## src/rtl/instr_encoder_pkg.sv

```systemverilog
// Shared RV32I encoder definitions: major opcodes, instruction formats, low-bit constant.
package instr_encoder_pkg;

  localparam logic [4:0] OPC_LOAD     = 5'b00000;
  localparam logic [4:0] OPC_MISC_MEM = 5'b00011;
  localparam logic [4:0] OPC_OP_IMM   = 5'b00100;
  localparam logic [4:0] OPC_AUIPC    = 5'b00101;
  localparam logic [4:0] OPC_STORE    = 5'b01000;
  localparam logic [4:0] OPC_OP       = 5'b01100;
  localparam logic [4:0] OPC_LUI      = 5'b01101;
  localparam logic [4:0] OPC_BRANCH   = 5'b11000;
  localparam logic [4:0] OPC_JALR     = 5'b11001;
  localparam logic [4:0] OPC_JAL      = 5'b11011;
  localparam logic [4:0] OPC_SYSTEM   = 5'b11100;

  localparam logic [1:0] INSTR_LOW_BITS = 2'b11;

  // Encoding matches the decoder's format signal.
  typedef enum logic [2:0] {
    FMT_R       = 3'd0,
    FMT_I       = 3'd1,
    FMT_S       = 3'd2,
    FMT_B       = 3'd3,
    FMT_U       = 3'd4,
    FMT_J       = 3'd5,
    FMT_ILLEGAL = 3'd6
  } fmt_e;

  function automatic fmt_e fmt_of(input logic [4:0] opc);
    fmt_e f;
    case (opc)
      OPC_LUI, OPC_AUIPC:                 f = FMT_U;
      OPC_JAL:                            f = FMT_J;
      OPC_BRANCH:                         f = FMT_B;
      OPC_STORE:                          f = FMT_S;
      OPC_OP:                             f = FMT_R;
      OPC_LOAD, OPC_OP_IMM, OPC_JALR,
      OPC_MISC_MEM, OPC_SYSTEM:           f = FMT_I;
      default:                            f = FMT_ILLEGAL;
    endcase
    return f;
  endfunction

endpackage

```

## src/rtl/instr_imm_pack.sv

```systemverilog
// Places the immediate (and funct7 where the format carries it) into a 32-bit word mask.
// INSTR_ENCODER_IMM_CHECK_EN enables the immediate range check on o_imm_bad.
module instr_imm_pack
  import instr_encoder_pkg::*;
(
  input  fmt_e        i_fmt,
  input  logic [4:0]  i_opcode,
  input  logic [2:0]  i_funct3,
  input  logic [6:0]  i_funct7,
  input  logic [31:0] i_imm,
  output logic [31:0] o_bits,
  output logic        o_imm_bad
);

  logic w_shift;
  assign w_shift = (i_opcode == OPC_OP_IMM) && ((i_funct3 == 3'b001) || (i_funct3 == 3'b101));

  always_comb begin
    o_bits = '0;
    case (i_fmt)
      FMT_R: o_bits[31:25] = i_funct7;
      FMT_I: begin
        if (w_shift) begin
          o_bits[31:25] = i_funct7;
          o_bits[24:20] = i_imm[4:0];
        end else begin
          o_bits[31:20] = i_imm[11:0];
        end
      end
      FMT_S: begin
        o_bits[31:25] = i_imm[11:5];
        o_bits[11:7]  = i_imm[4:0];
      end
      FMT_B: begin
        o_bits[31]    = i_imm[12];
        o_bits[30:25] = i_imm[10:5];
        o_bits[11:8]  = i_imm[4:1];
        o_bits[7]     = i_imm[11];
      end
      FMT_U: o_bits[31:12] = i_imm[31:12];
      FMT_J: begin
        o_bits[31]    = i_imm[20];
        o_bits[30:21] = i_imm[10:1];
        o_bits[20]    = i_imm[11];
        o_bits[19:12] = i_imm[19:12];
      end
      default: o_bits = '0;
    endcase
  end

`ifdef INSTR_ENCODER_IMM_CHECK_EN
  always_comb begin
    o_imm_bad = 1'b0;
    case (i_fmt)
      FMT_I: begin
        if (w_shift) o_imm_bad = (i_imm[31:5] != '0);
        else         o_imm_bad = (i_imm[31:11] != '0) && (i_imm[31:11] != '1);
      end
      FMT_S: o_imm_bad = (i_imm[31:11] != '0) && (i_imm[31:11] != '1);
      FMT_B: o_imm_bad = ((i_imm[31:12] != '0) && (i_imm[31:12] != '1)) || i_imm[0];
      FMT_J: o_imm_bad = ((i_imm[31:20] != '0) && (i_imm[31:20] != '1)) || i_imm[0];
      FMT_U: o_imm_bad = (i_imm[11:0] != '0);
      default: o_imm_bad = 1'b0;
    endcase
  end
`else
  assign o_imm_bad = 1'b0;
`endif

endmodule

```

## src/rtl/instr_encoder.sv

```systemverilog
// RV32I field-to-word encoder: two-stage valid/ready pipeline feeding IMEM with sequential addresses.
// INSTR_ENCODER_IMM_CHECK_EN enables immediate range checking (err_imm); otherwise err_imm stays 0.
module instr_encoder
  import instr_encoder_pkg::*;
#(
  parameter int unsigned ADDR_W = 10
) (
  input  logic              clk,
  input  logic              rst,
  input  logic              clear,
  input  logic              in_valid,
  output logic              in_ready,
  input  logic [4:0]        opcode,
  input  logic [4:0]        rd,
  input  logic [4:0]        rs1,
  input  logic [4:0]        rs2,
  input  logic [2:0]        funct3,
  input  logic [6:0]        funct7,
  input  logic [31:0]       imm,
  output logic              out_valid,
  input  logic              out_ready,
  output logic [ADDR_W-1:0] out_addr,
  output logic [31:0]       out_data,
  output logic              full,
  output logic              err_illegal,
  output logic              err_imm
);

  localparam logic [ADDR_W:0] DEPTH = {1'b1, {ADDR_W{1'b0}}};

  logic [ADDR_W:0]   r_issued;
  logic              r_s1_valid;
  fmt_e              r_s1_fmt;
  logic [4:0]        r_s1_opcode;
  logic [4:0]        r_s1_rd;
  logic [4:0]        r_s1_rs1;
  logic [4:0]        r_s1_rs2;
  logic [2:0]        r_s1_f3;
  logic [6:0]        r_s1_f7;
  logic [31:0]       r_s1_imm;
  logic [ADDR_W-1:0] r_s1_addr;
  logic              r_s2_valid;
  logic [31:0]       r_s2_data;
  logic [ADDR_W-1:0] r_s2_addr;
  logic              r_err_illegal;
  logic              r_err_imm;

  fmt_e        w_in_fmt;
  logic        w_in_legal;
  logic        w_full;
  logic        w_s2_free;
  logic        w_s1_adv;
  logic        w_accept;
  logic [31:0] w_imm_bits;
  logic        w_imm_bad;
  logic [31:0] w_word;

  assign w_in_fmt   = fmt_of(opcode);
  assign w_in_legal = (w_in_fmt != FMT_ILLEGAL);
  assign w_full     = (r_issued == DEPTH);
  assign w_s2_free  = !r_s2_valid || out_ready;
  assign w_s1_adv   = r_s1_valid && w_s2_free;
  assign in_ready   = !rst && !clear && !w_full && (!r_s1_valid || w_s2_free);
  assign w_accept   = in_valid && in_ready;

  instr_imm_pack u_imm_pack (
    .i_fmt     (r_s1_fmt),
    .i_opcode  (r_s1_opcode),
    .i_funct3  (r_s1_f3),
    .i_funct7  (r_s1_f7),
    .i_imm     (r_s1_imm),
    .o_bits    (w_imm_bits),
    .o_imm_bad (w_imm_bad)
  );

  always_comb begin
    w_word       = w_imm_bits;
    w_word[1:0]  = INSTR_LOW_BITS;
    w_word[6:2]  = r_s1_opcode;
    if (r_s1_fmt inside {FMT_R, FMT_I, FMT_U, FMT_J}) w_word[11:7] = r_s1_rd;
    if (r_s1_fmt inside {FMT_R, FMT_I, FMT_S, FMT_B}) begin
      w_word[14:12] = r_s1_f3;
      w_word[19:15] = r_s1_rs1;
    end
    if (r_s1_fmt inside {FMT_R, FMT_S, FMT_B}) w_word[24:20] = r_s1_rs2;
  end

  // Illegal bundles are accepted but never enter S1, so they take no address.
  always_ff @(posedge clk) begin
    if (rst || clear) begin
      r_issued      <= '0;
      r_s1_valid    <= 1'b0;
      r_s2_valid    <= 1'b0;
      r_s2_data     <= '0;
      r_s2_addr     <= '0;
      r_err_illegal <= 1'b0;
      r_err_imm     <= 1'b0;
    end else begin
      if (w_accept && w_in_legal) begin
        r_s1_valid <= 1'b1;
        r_issued   <= r_issued + 1'b1;
      end else if (w_s1_adv) begin
        r_s1_valid <= 1'b0;
      end
      if (w_s1_adv) begin
        r_s2_valid <= 1'b1;
        r_s2_data  <= w_word;
        r_s2_addr  <= r_s1_addr;
      end else if (out_ready) begin
        r_s2_valid <= 1'b0;
      end
      if (w_accept && !w_in_legal) r_err_illegal <= 1'b1;
      if (w_s1_adv && w_imm_bad)   r_err_imm     <= 1'b1;
    end
  end

  always_ff @(posedge clk) begin
    if (w_accept && w_in_legal) begin
      r_s1_fmt    <= w_in_fmt;
      r_s1_opcode <= opcode;
      r_s1_rd     <= rd;
      r_s1_rs1    <= rs1;
      r_s1_rs2    <= rs2;
      r_s1_f3     <= funct3;
      r_s1_f7     <= funct7;
      r_s1_imm    <= imm;
      r_s1_addr   <= r_issued[ADDR_W-1:0];
    end
  end

  assign out_valid   = r_s2_valid;
  assign out_data    = r_s2_data;
  assign out_addr    = r_s2_addr;
  assign full        = w_full;
  assign err_illegal = r_err_illegal;
  assign err_imm     = r_err_imm;

endmodule

```

## config.mk

```make
export PLATFORM = sky130hd
export DESIGN_NAME = instr_encoder
export DESIGN_NICKNAME = d
export VERILOG_FILES = /design/src/rtl/instr_encoder_pkg.sv /design/src/rtl/instr_imm_pack.sv /design/src/rtl/instr_encoder.sv
export SDC_FILE = /design/constraint.sdc
export NUM_CORES = 1
export LEC_CHECK = 0
export CORE_ASPECT_RATIO = 0.75
export CORE_MARGIN = 3
export CORE_UTILIZATION = 45
export CTS_CLUSTER_SIZE = 16
export DETAILED_ROUTE_END_ITERATION = 10
export PLACE_DENSITY = 0.71
export REMOVE_ABC_BUFFERS = 1
export SLEW_MARGIN = 20
export SYNTH_ARGS = -nofsm -noshare
export SYNTH_HDL_FRONTEND = slang
export SYNTH_SLANG_ARGS = --single-unit
```

## constraint.sdc

```tcl
create_clock -name clk -period 2.93 [get_ports clk]
set_clock_uncertainty 0.1 [all_clocks]
set_input_delay 0.4395 -clock clk [delete_from_list [all_inputs] [get_ports clk]]
set_output_delay 0.4395 -clock clk [all_outputs]
set_load 0.01 [all_outputs]
```

Yosys cells after proc, flatten, opt, wreduce, memory -nomap -nowiden

Memories as Yosys holds them, arrays and structs flattened.
Cells that the tools add are included.

Memories: 1
Word-level logic and storage cells: 64
Memory bits (read-only): 96
Flip-flop bits (word level): 131
Output and inout port bits: 47

Add/subtract/negate cells: 1
Reduce and logical (&&, ||, !) cells: 25
Mux-type cells: 12
Eq/ne operators: 10

Memories:

| memory           | words | bits a word | rd ports | clocked after Yosys merged registers in | wr ports | RTL line                | source |
|---|---|---|---|---|---|---|---|
| (name not given) | 32    | 3           | 1        | 0                                       | 0        | instr_encoder_pkg.sv:31 | `case (opc)` |

Operator list:

| kind                                                 | count |
|---|---|
| one-hot mux 7 bit (6 select lines)                   | 1 |
| 2-to-1 mux 8 bit                                     | 2 |
| one-hot mux 5 bit (3 select lines)                   | 1 |
| 2-to-1 mux 12 bit                                    | 1 |
| adder 11 x 1 -> 11 bit (second input constant)       | 1 |
| equality test 11 bit (second input constant)         | 1 |
| 2-to-1 mux 5 bit                                     | 2 |
| one-hot mux 5 bit (2 select lines)                   | 1 |
| equality test 3 bit (second input constant)          | 3 |
| logical AND 1 bit                                    | 8 |
| nonzero test 4 bit                                   | 2 |
| equality test 3 x 1 -> 1 bit (second input constant) | 2 |
| equality test 3 x 2 -> 1 bit (second input constant) | 2 |
| zero test 1 bit                                      | 6 |
| equality test 5 x 3 -> 1 bit (second input constant) | 1 |
| logical OR 1 bit                                     | 4 |
| 2-to-1 mux 1 bit                                     | 4 |
| nonzero test 2 bit                                   | 2 |
| zero test 3 bit                                      | 1 |
| inequality test 3 bit (second input constant)        | 1 |
| nonzero test 3 bit                                   | 1 |
| OR reduction 2 bit                                   | 1 |

Longest topological paths before layout

Word-level depth: 7
Depth in mapped cells: 9

Hierarchy

Synthesis repeated with hierarchy kept, for this count alone.

Cell total of the unflattened synthesis: 445
Area, all modules: 5301.3 µm²

By module, submodules not included:

| module         | area each (µm²) | times used | cells each | sequential area each (µm²) |
|---|---|---|---|---|
| instr_encoder  | 4738.3          | 1          | 365        | 3373.2 |
| instr_imm_pack | 563.0           | 1          | 80         | 0.0 |

Worst setup path before layout

Ideal clock, no wire load.

Path kind: in2reg
Start point: input opcode[1]
End point: register r_s1_addr[0], enable pin
Slack: 0.380 ns
Data arrival time: 2.076 ns
Setup time: 0.375 ns
Buffers on the path: 1
Stages: 7
Cell sequence: inv_1 -> ha_1 -> or2_0 -> a211oi_2 -> a211oi_2 -> a21boi_4 -> buf_6

Word-level cells in the longest chain between the ends: 3

RTL lines:

| element                | RTL line             | source |
|---|---|---|
| start: declaration     | instr_encoder.sv:13  | `input logic [4:0] opcode,` |
| memory (32 x 3 bit)    | -                    |  |
| inequality test 3 bit  | instr_encoder.sv:59  | `assign w_in_legal = (w_in_fmt != FMT_ILLEGAL);` |
| logical AND 1 bit      | instr_encoder.sv:118 | `if (w_accept && w_in_legal) begin` |
| end signal: assignment | instr_encoder.sv:127 | `r_s1_addr <= r_issued[ADDR_W-1:0];` |
| end: declaration       | instr_encoder.sv:41  | `logic [ADDR_W-1:0] r_s1_addr;` |

No other way between the ends.
A chain may end at the register's enable or synchronous reset.

Worst setup path in the final report

Start point: input out_ready
End point: output in_ready

Word-level cells in the longest chain between the ends: 3

RTL lines:

| element            | RTL line            | source |
|---|---|---|
| start: declaration | instr_encoder.sv:21 | `input logic out_ready,` |
| logical OR 1 bit   | instr_encoder.sv:61 | `assign w_s2_free = !r_s2_valid \|\| out_ready;` |
| logical OR 1 bit   | instr_encoder.sv:63 | `assign in_ready = !rst && !clear && !w_full && (!r_s1_valid \|\| w_s2_free);` |
| logical AND 1 bit  | instr_encoder.sv:63 |  |
| end: declaration   | instr_encoder.sv:12 | `output logic in_ready,` |

No other way between the ends.

==> results.py <==
metrics = {
    "placed_design": {
        "placed_area_um2": 6310,
        "hpwl_mm": 8.04,
        "portBuffers": 112,
        "placedCellCount": 649,
        "gp_congestion": 0.811,
    },
    "clock_network": {
        "clkTransAtPathRegs_ps": 50,
        "clk_latency_ps": 410,
        "cts_resized": 0,
        "htree_levels": 4,
        "cts_made_buffers": 17,
        "cts_setup_buffers": 0,
        "hold_buffers": 0,
        "clock_path_buffers": 2,
        "clkSinkCount": 130,
        "cts_root_buf": "clkbuf_16",
        "cts_tree": "built",
    },
    "logic_synthesis": {
        "ys_seq_area_frac": 0.683,
        "synth_top_cell_by_area": "edfxtp_1",
        "synth-warning-count": 0,
        "synth.top_cell.area_share": 0.458,
        "ys.flop_type": "edfxtp_1",
        "synthCells": 405,
        "synth_area_um2": 4910,
        "synth.avg_cell_area_um2": 12.1,
        "synth.area.top_cells": "edfxtp_1 46%, dfxtp_1 22%, a21oi_1 3.8%",
        "synth_common_cells": "75 x edfxtp_1, 55 x dfxtp_1, 49 x nand2_1, 37 x a21oi_1, 29 x nor2_1",
        "synth.most_common_cell": "edfxtp_1",
        "ys_types": 47,
        "ys_async_sr_fraction": 0,
        "synth_edf_count": 75,
        "synth_seq_cells": 130,
    },
    "setup_path": {
        "r2r-start": "r_s1_fmt[2]",
        "crit_path_start": "out_ready",
        "cp.required_ps": 2390,
        "crit_type": "in -> out",
        "arrival_ps": 1980,
        "crit_path_end_kind": "output port",
        "path_max_fanout": 4,
        "cp-start-kind": "input port",
    },
    "timing": {
        "slew_headroom": 0.422,
        "finalSetupViolCount": 0,
        "fmax_mhz": 396,
        "min_period_ps": 2520,
        "rsz0062_at_grt": "no",
        "worst-slew-pin-transition_ps": 860,
        "drv_slew": 0,
        "period_share": 0.861,
        "hold_violations": 0,
    },
    "hold_path": {
        "hold_class": "reg -> reg",
        "hp-start": "out_addr[4]",
    },
    "final_layout": {
        "final_cells": 681,
        "fin_area_um2": 6870,
        "antenna_cells": 0,
        "drive_above_1_share": 0.119,
        "area_growth_pct": 39.9,
        "nets": 603,
        "fin_util": 0.658,
        "fillers": 778,
    },
    "power": {
        "p_int_mw": 3.35,
        "pwr-share-clk": 0.476,
        "power.leakage_nw": 2.38,
        "share_seq_of_total_power": 0.471,
        "power_density_nw_per_um2": 610,
        "p_switching_mw": 0.847,
        "ir_drop_mv": 0.426,
        "p_sw_frac": 0.202,
        "p_comb_frac": 0.053,
    },
    "grt": {
        "grtUsageTotal": 0.201,
        "overflow": 0,
        "grt_max_degree": 44,
        "grt_pass1_vias": 3598,
        "antenna_found_initial": 0,
        "grt_pass1_wl_mm": 18.5,
    },
    "drt": {
        "dr.pass1.iters": 5,
        "vias_per_cell": 5.35,
        "drtIter0Drc": 187,
        "vias": 3644,
        "wl_per_cell_um": 17.5,
        "routed_wl_mm": 11.9,
        "ant_nets": 0,
        "route.detailed.drc": 0,
    },
    "outcome": {
        "status": "completed",
    },
    "die": {
        "die_h_um": 96.5,
        "chipWidth_um": 127,
        "row_count": 32,
        "die_area_um2": 12200,
        "core_region_area_um2": 10500,
        "io_pins": 114,
        "start_util": 0.470,
    },
    "run": {
        "maxCapViolCount": 0,
    },
}
[cells in the final DEF, fill, tap and decap left out, types with 17 or more instances in the layout]
| cell type | n |
|---|---|
| dfxtp_1 | 55 |
| o21ai_0 | 17 |
| nand2_1 | 49 |
| clkbuf_16 | 17 |
| a221oi_1 | 18 |
| nor2_1 | 29 |
| edfxtp_1 | 75 |
| nor3_1 | 17 |
| a21oi_1 | 37 |
| clkdlybuf4s50_1 | 112 |
[flip-flops by register name, indices dropped and copies added, names as in the netlist]
register	flops
r_s1_imm	32
out_data	31
r_issued	11
out_addr	10
r_s1_addr	10
r_s1_f7	7
r_s1_opcode	5
r_s1_rd	5
r_s1_rs1	5
r_s1_rs2	5
r_s1_f3	3
r_s1_fmt	3
err_illegal	1
out_valid	1
r_s1_valid	1
[layer usage]
layer,part of all wire,vias to the layer above,global-route usage
met2,0.47,117,0.313
met4,0.0099,0,0.0723
li1,-,1760,-
met5,0,-,0
met1,0.45,1752,0.272
met3,0.067,15,0.0588
[kinds of logic (layout without fill, tap and decap cells)]
family / Yosys count / count (layout) / share of synthesized area
other: 1 / 1 / 0.000763
buffers and inverters: 35 / 175 / 0.0301
and+or+nand+nor: 131 / 131 / 0.124
muxes: 7 / 7 / 0.0155
DFF: 130 / 130 / 0.683
AOI/OAI and AO/OA: 96 / 96 / 0.135
adders and majority gates: 4 / 4 / 0.0102
xor gates and xnor gates: 1 / 1 / 0.00178
[final cells by class]
class	count	area, um2	share of cell area
clock buffer	20	447	0.0650
clock inverter	12	116	0.0169
inverter	11	41.3	0.00601
multi-input combinational	240	1410	0.205
sequential	130	3350	0.488
tap	136	170	0.0248
timing repair buffer	132	1330	0.194
[through the flow]
| stage | worst slack, ps | hold slack (ps) | power [mW] | TNS, ps |
|---|---|---|---|---|
| 2_1_floorplan | -570 | 345 | 2.08 | -39270 |
| 3_3_place_gp | 74.3 | 347 | 2.23 | 0 |
| 3_5_place_dp | 24.6 | 353 | 2.23 | 0 |
| 4_1_cts | 386 | 360 | 4.22 | 0 |
| 5_1_grt | 261 | 375 | 4.31 | 0 |
| 6_report | 407 | 354 | 4.19 | 0 |
[worst paths after layout]
check             cells past startpoint  slack, ps            to
setup reg to reg                      5        700  out_data[28]
hold reg to reg                       2        350   out_addr[4]
setup / recovery                      5        410      in_ready
hold / removal                        2        350   out_addr[4]
[worst max-delay path: stages]
cell,delay (ps)
clkdlybuf4s50_1,390
nand2b_1,180
or2_2,310
and3_1,180
clkdlybuf4s50_1,480
[power by group through the flow]
stage / registers (mW) / logic (mW) / clock network [mW]
after floorplan: 2.01 / 0.0691 / 0
after global placement: 2.01 / 0.217 / 0
after detailed placement: 2.01 / 0.221 / 0
after CTS: 1.98 / 0.222 / 2.02
after global routing: 1.98 / 0.238 / 2.10
final: 1.98 / 0.221 / 2.00
No activity file was read; power rests on OpenSTA's default activity.
==> RTL edit 1: new RTL, same flow settings <==
The option `INSTR_ENCODER_IMM_CHECK_EN` is turned on by a define.
--- a/src/rtl/instr_imm_pack.sv
+++ b/src/rtl/instr_imm_pack.sv
@@ -1,4 +1,6 @@
 // Places the immediate (and funct7 where the format carries it) into a 32-bit word mask.
 // INSTR_ENCODER_IMM_CHECK_EN enables the immediate range check on o_imm_bad.
+`define INSTR_ENCODER_IMM_CHECK_EN
+
 module instr_imm_pack
   import instr_encoder_pkg::*;
Function: changed (a bounded check fails within 4 cycles, from zero or initial values).
==> RTL edit 1 against the original RTL <==
Non-clock buffer count increased by 3. Critical path depth rose by 5. Sequential cell count up 1. Highest routed layer unchanged. Setup slack worse by 0.25 ns. Count of clock-buffer cells in the layout is 2 lower. Critical endpoint is now r_s1_rd[1]$_DFFE_PP_. Combinational power grew 13%. Total power is 5.8% higher. Wire length rose by 8.5%. Clock power is 9% higher. Cell area up 4.6%. Area after synthesis rose by 4.9%. Largest power group unchanged.
==> RTL edit 1: results (changes against the original RTL) <==
Timing
  • Fin Hold WS: 0.355 ns (+0.00115 ns)
  • Headroom to the max-slew limit: 55.5% (+13 points)

Detailed routing
  • Avg WL per Cell: 17.8 um (+1.7%)
  • M1 WL: 5950 um (+10%)
  • Amount of wire on met2 after detailed routing: 5880 um (+5.0%)

Synthesis
  • Most area-consuming cells after synthesis: edfxtp_1, dfxtp_1, nand2_1, a21oi_1, nor2_1
  • Share of the synthesized netlist area taken by xor and xnor gates: 0.510% (+0.33 points)
  • Cell types with the highest counts after synthesis: edfxtp_1, dfxtp_1, nand2_1
  • Post-synthesis average cell area: 11.6 um^2 (-4.1%)
  • Sequential cell area fraction in the yosys report: 65.5% (-2.8 points)
  • Synth Area in Adders: 1.21% (+0.20 points)
  • Fraction of the mapped netlist area in compound gates: 13.7% (+0.17 points)

GRT
  • Global-route usage over all layers: 21.0% (+0.90 points)
  • Number of global-route vias before repair: 3988 (+11%)
  • First-pass GRT wire length: 20700 um (+11%)
  • Met2 track demand over resource in global routing: 31.4% (+0.12 points)

Placed design
  • GPL Wtd Cong: 0.843 (+4.0%)
  • Placed Instance Area: 6570 um^2 (+4.1%)

Layout
  • Clock buffer instance count of the final layout: 18 (-10%)
  • Count of flip-flops and latches: 131 (+0.77%)
  • Multi-input combinational gate total: 277 (+15%)
  • Filler Cells Inserted: 868 (+12%)

Run status
  • Result of the run: finished clean

Pwr
  • Peak VDD IR: 0.000435 V (+2.1%)
  • Leakage power: 2.41 nW (+1.2%)

Worst setup path
  • Number of cells on the worst reg-to-reg path: 7 (+2)
  • Register-to-Register Setup Slack: 0.61 ns (-0.09 ns)
  • Worst r2r dst: r_s1_rd[1]$_DFFE_PP_
  • Arrival @ worst endpoint: 2.77 ns (+0.79 ns)

Hold path
  • Hold Path End: out_addr[3]$_SDFFE_PP0P_
-- RTL edit 1: changes by cell type after synthesis, moves of 5 or more --
cell	before	now
nor2_1	29	37
a21oi_1	37	30
nand2_1	49	55
nor4_1	1	7
o211ai_1	2	8
a221oi_1	18	13
o31ai_1	0	5
-- RTL edit 1: repair_timing --
action,in CTS,in global routing
gates resized for setup,0,1
endpoints found under the setup margin,0,18
setup buffers,0,0
-- RTL edit 1: how the worst max path moves through the flow --
stage | end | cells after the start | slack [ns]
finish | r_s1_rd[1]$_DFFE_PP_ | 10 | 0.15
detailed placement | r_s1_imm[4]$_DFFE_PP_ | 10 | -0.26
CTS | r_s1_rd[1]$_DFFE_PP_ | 10 | 0.16
floorplan | r_s1_addr[0]$_DFFE_PP_ | 8 | -0.99
global route | r_s1_rd[3]$_DFFE_PP_ | 10 | 0.03
global placement | r_s1_imm[8]$_DFFE_PP_ | 10 | -0.19
==> RTL edit 2: new RTL, config.mk and constraints unchanged <==
Without the edit above. Register the output `err_illegal` once more, without a reset; this adds one clock of latency there. The other outputs are not delayed to match.
--- a/src/rtl/instr_encoder.sv
+++ b/src/rtl/instr_encoder.sv
@@ -133,5 +133,7 @@
   assign out_addr    = r_s2_addr;
   assign full        = w_full;
-  assign err_illegal = r_err_illegal;
+  always_ff @(posedge clk) begin
+    err_illegal <= r_err_illegal;
+  end
   assign err_imm     = r_err_imm;
 
Behaviour: not the same (a bounded check fails within 4 cycles, from zero or initial values).
==> RTL edit 2 against the original RTL <==
Combinational power about the same. Critical path depth down 1. Cell count decreased by 0.59%. Sequential cell count is 1 higher. Setup slack got worse by 0.16 ns. Wire length increased by 4.2%. Global-route usage is 0.62 points higher. Total power shrank 1.2%. Core utilization down 0.70 points. Via count up 1.8%. Area after synthesis up 0.41%. Cell area fell by 0.69%. Largest power group is now registers.
==> RTL edit 2: results (changes against the original RTL) <==
GRT
  • First-pass GRT wire length: 19800 um (+7.0%)
  • Global-route usage over all layers: 20.8% (+0.62 points)
  • Number of global-route vias before repair: 3829 (+6.4%)
  • Number of antenna violations at the first check in global routing: 0 (unchanged)

Placed design
  • Cell count after placement: 646 (-0.46%)
  • GPL Wtd Cong: 0.801 (-1.2%)
  • Count of buffers from port buffering: 112 (unchanged)
  • Post-detailed-placement half-perimeter wirelength: 8310 um (+3.3%)

Layout
  • Register bank with the most flops: r_s1_imm
  • Ratio of cells with drive above 1 in the final layout: 10.5% (-1.4 points)
  • Largest register FFs: 32 (unchanged)
  • Antenna fix cells: 0 (unchanged)
  • Final net count: 600 (-0.50%)
  • Cell Count, Final, Fillers Out: 677 (-0.59%)

Worst setup path
  • Crit path from: r_issued[3]$_SDFFE_PP0P_
  • Highest fanout seen on the critical path: 8 (+4)
  • Family of cells with the greatest summed delay on the critical path: simple AND/OR/NAND/NOR gates
  • Library cell contributing the largest single delay on the critical path: clkdlybuf4s50_1
  • Worst R2R Start: r_s1_fmt[1]$_DFFE_PP_
  • Arrival @ worst endpoint: 2.14 ns (+0.16 ns)

Synthesis
  • Number of enable flip-flop cells after synthesis: 75 (unchanged)
  • Share of the synthesized netlist area taken by xor and xnor gates: 0.178% (-0.00072 points)
  • Cell types with the highest counts after synthesis: edfxtp_1, dfxtp_1, nand2_1
  • Fraction of the mapped netlist area in compound gates: 13.4% (-0.055 points)
  • Sequential cell area fraction in the yosys report: 68.4% (+0.13 points)
  • Synth Area in Adders: 1.01% (-0.0041 points)
  • Async set-or-reset flop fraction in the synthesized netlist: 0% (unchanged)
  • Post-synthesis average cell area: 12.1 um^2 (+0.16%)
  • Most area-consuming cells after synthesis: edfxtp_1, dfxtp_1, a21oi_1, nand2_1, a221oi_1
  • Proportion of synthesized area in mux cells: 1.55% (-0.0063 points)

Run status
  • Result of the run: finished clean

Detailed routing
  • Routed via count divided by cell count: 5.48 (+2.4%)
  • Starting DRC count in detailed routing: 432 (+130%)
  • Avg WL per Cell: 18.3 um (+4.8%)

Clocking
  • CTS Buffer Depth: 2 (unchanged)
  • Htree depth: 4 (unchanged)

Timing
  • Headroom to the max-slew limit: 38.8% (-3.4 points)

Pwr
  • Internal power: 0.00328 W (-2.0%)
  • Leakage power: 2.35 nW (-1.6%)
  • Peak VDD IR: 0.000370 V (-13%)

Hold path
  • Start point of the worst hold path: r_err_illegal$_SDFFE_PP0P_
  • Worst min-delay path category: reg2reg
==> RTL edit 2: cell types whose count changed after synthesis <==
cell / change
dfxtp_1: +1
==> RTL edit 2: metal layers <==
layer / vias up / global-route usage (%) / routed length, um
li1: 1757 / - / -
met1: 1766 / 28.0 / 5480
met2: 174 / 32.2 / 5740
met3: 14 / 6.13 / 1050
met4: 0 / 7.09 / 134
met5: - / 0 / 0
==> RTL edit 2: cells by family (layout without fill, tap and decap cells) <==
group                      count (synthesis)  after routing
AOI/OAI and AO/OA                         96             96
xor gates and xnor gates                   1              1
adders and majority gates                  4              4
buffers and inverters                     35            170
DFF                                      131            131
muxes                                      7              7
other                                      1              1
and+or+nand+nor                          131            131
==> RTL edit 2: worst reg2reg max path, delay by kind of cell (launching register included) <==
kind,cells,cell delay (ns)
flip-flops,1,0.64
AO/OA/AOI/OAI,4,0.58
AND/OR/NAND/NOR,1,0.57
buffers and inverters,1,0.43
==> RTL edit 2: path summary, 6_finish.rpt <==
check        slack [ns]                        end  depth (start not counted)
max                0.25                   in_ready                          4
min                0.24        err_illegal$_DFF_P_                          0
max reg2reg        0.51  out_data[31]$_SDFFE_PP0P_                          6
min reg2reg        0.24        err_illegal$_DFF_P_                          0
==> RTL edit 2: layout make-up <==
| class | count | area, um^2 |
|---|---|---|
| clock buffer | 23 | 458 |
| clock inverter | 8 | 80.1 |
| fill | 778 | 3660 |
| inverter | 11 | 41.3 |
| multi-input combinational | 240 | 1410 |
| sequential | 131 | 3370 |
| tap | 136 | 170 |
| timing repair buffer | 128 | 1290 |
==> RTL edit 2: power groups by stage <==
stage,Combinational [W],Clock (W),Sequential (W)
after floorplan,0.0000691,0,0.00203
after global placement,0.000215,0,0.00202
after detailed placement,0.000219,0,0.00203
after CTS,0.000221,0.00196,0.00199
after global routing,0.000236,0.00205,0.00199
final,0.000221,0.00193,0.00199
==> RTL edit 2: metrics by stage <==
| stage | util [%] | instance area [um^2] | total power, W | setup WS, ns | hold slack (ns) |
|---|---|---|---|---|---|
| 4_1_cts | 65.1 | 6830 | 0.00417 | 0.279 | 0.248 |
| 3_3_place_gp | 59.9 | 6290 | 0.00224 | 0.0586 | 0.259 |
| 6_report | 65.1 | 6830 | 0.00414 | 0.250 | 0.244 |
| 3_5_place_dp | 59.9 | 6290 | 0.00224 | -0.0445 | 0.243 |
| 5_1_grt | 65.1 | 6830 | 0.00427 | 0.209 | 0.251 |
| 2_1_floorplan | - | 4830 | 0.00210 | -0.570 | 0.231 |
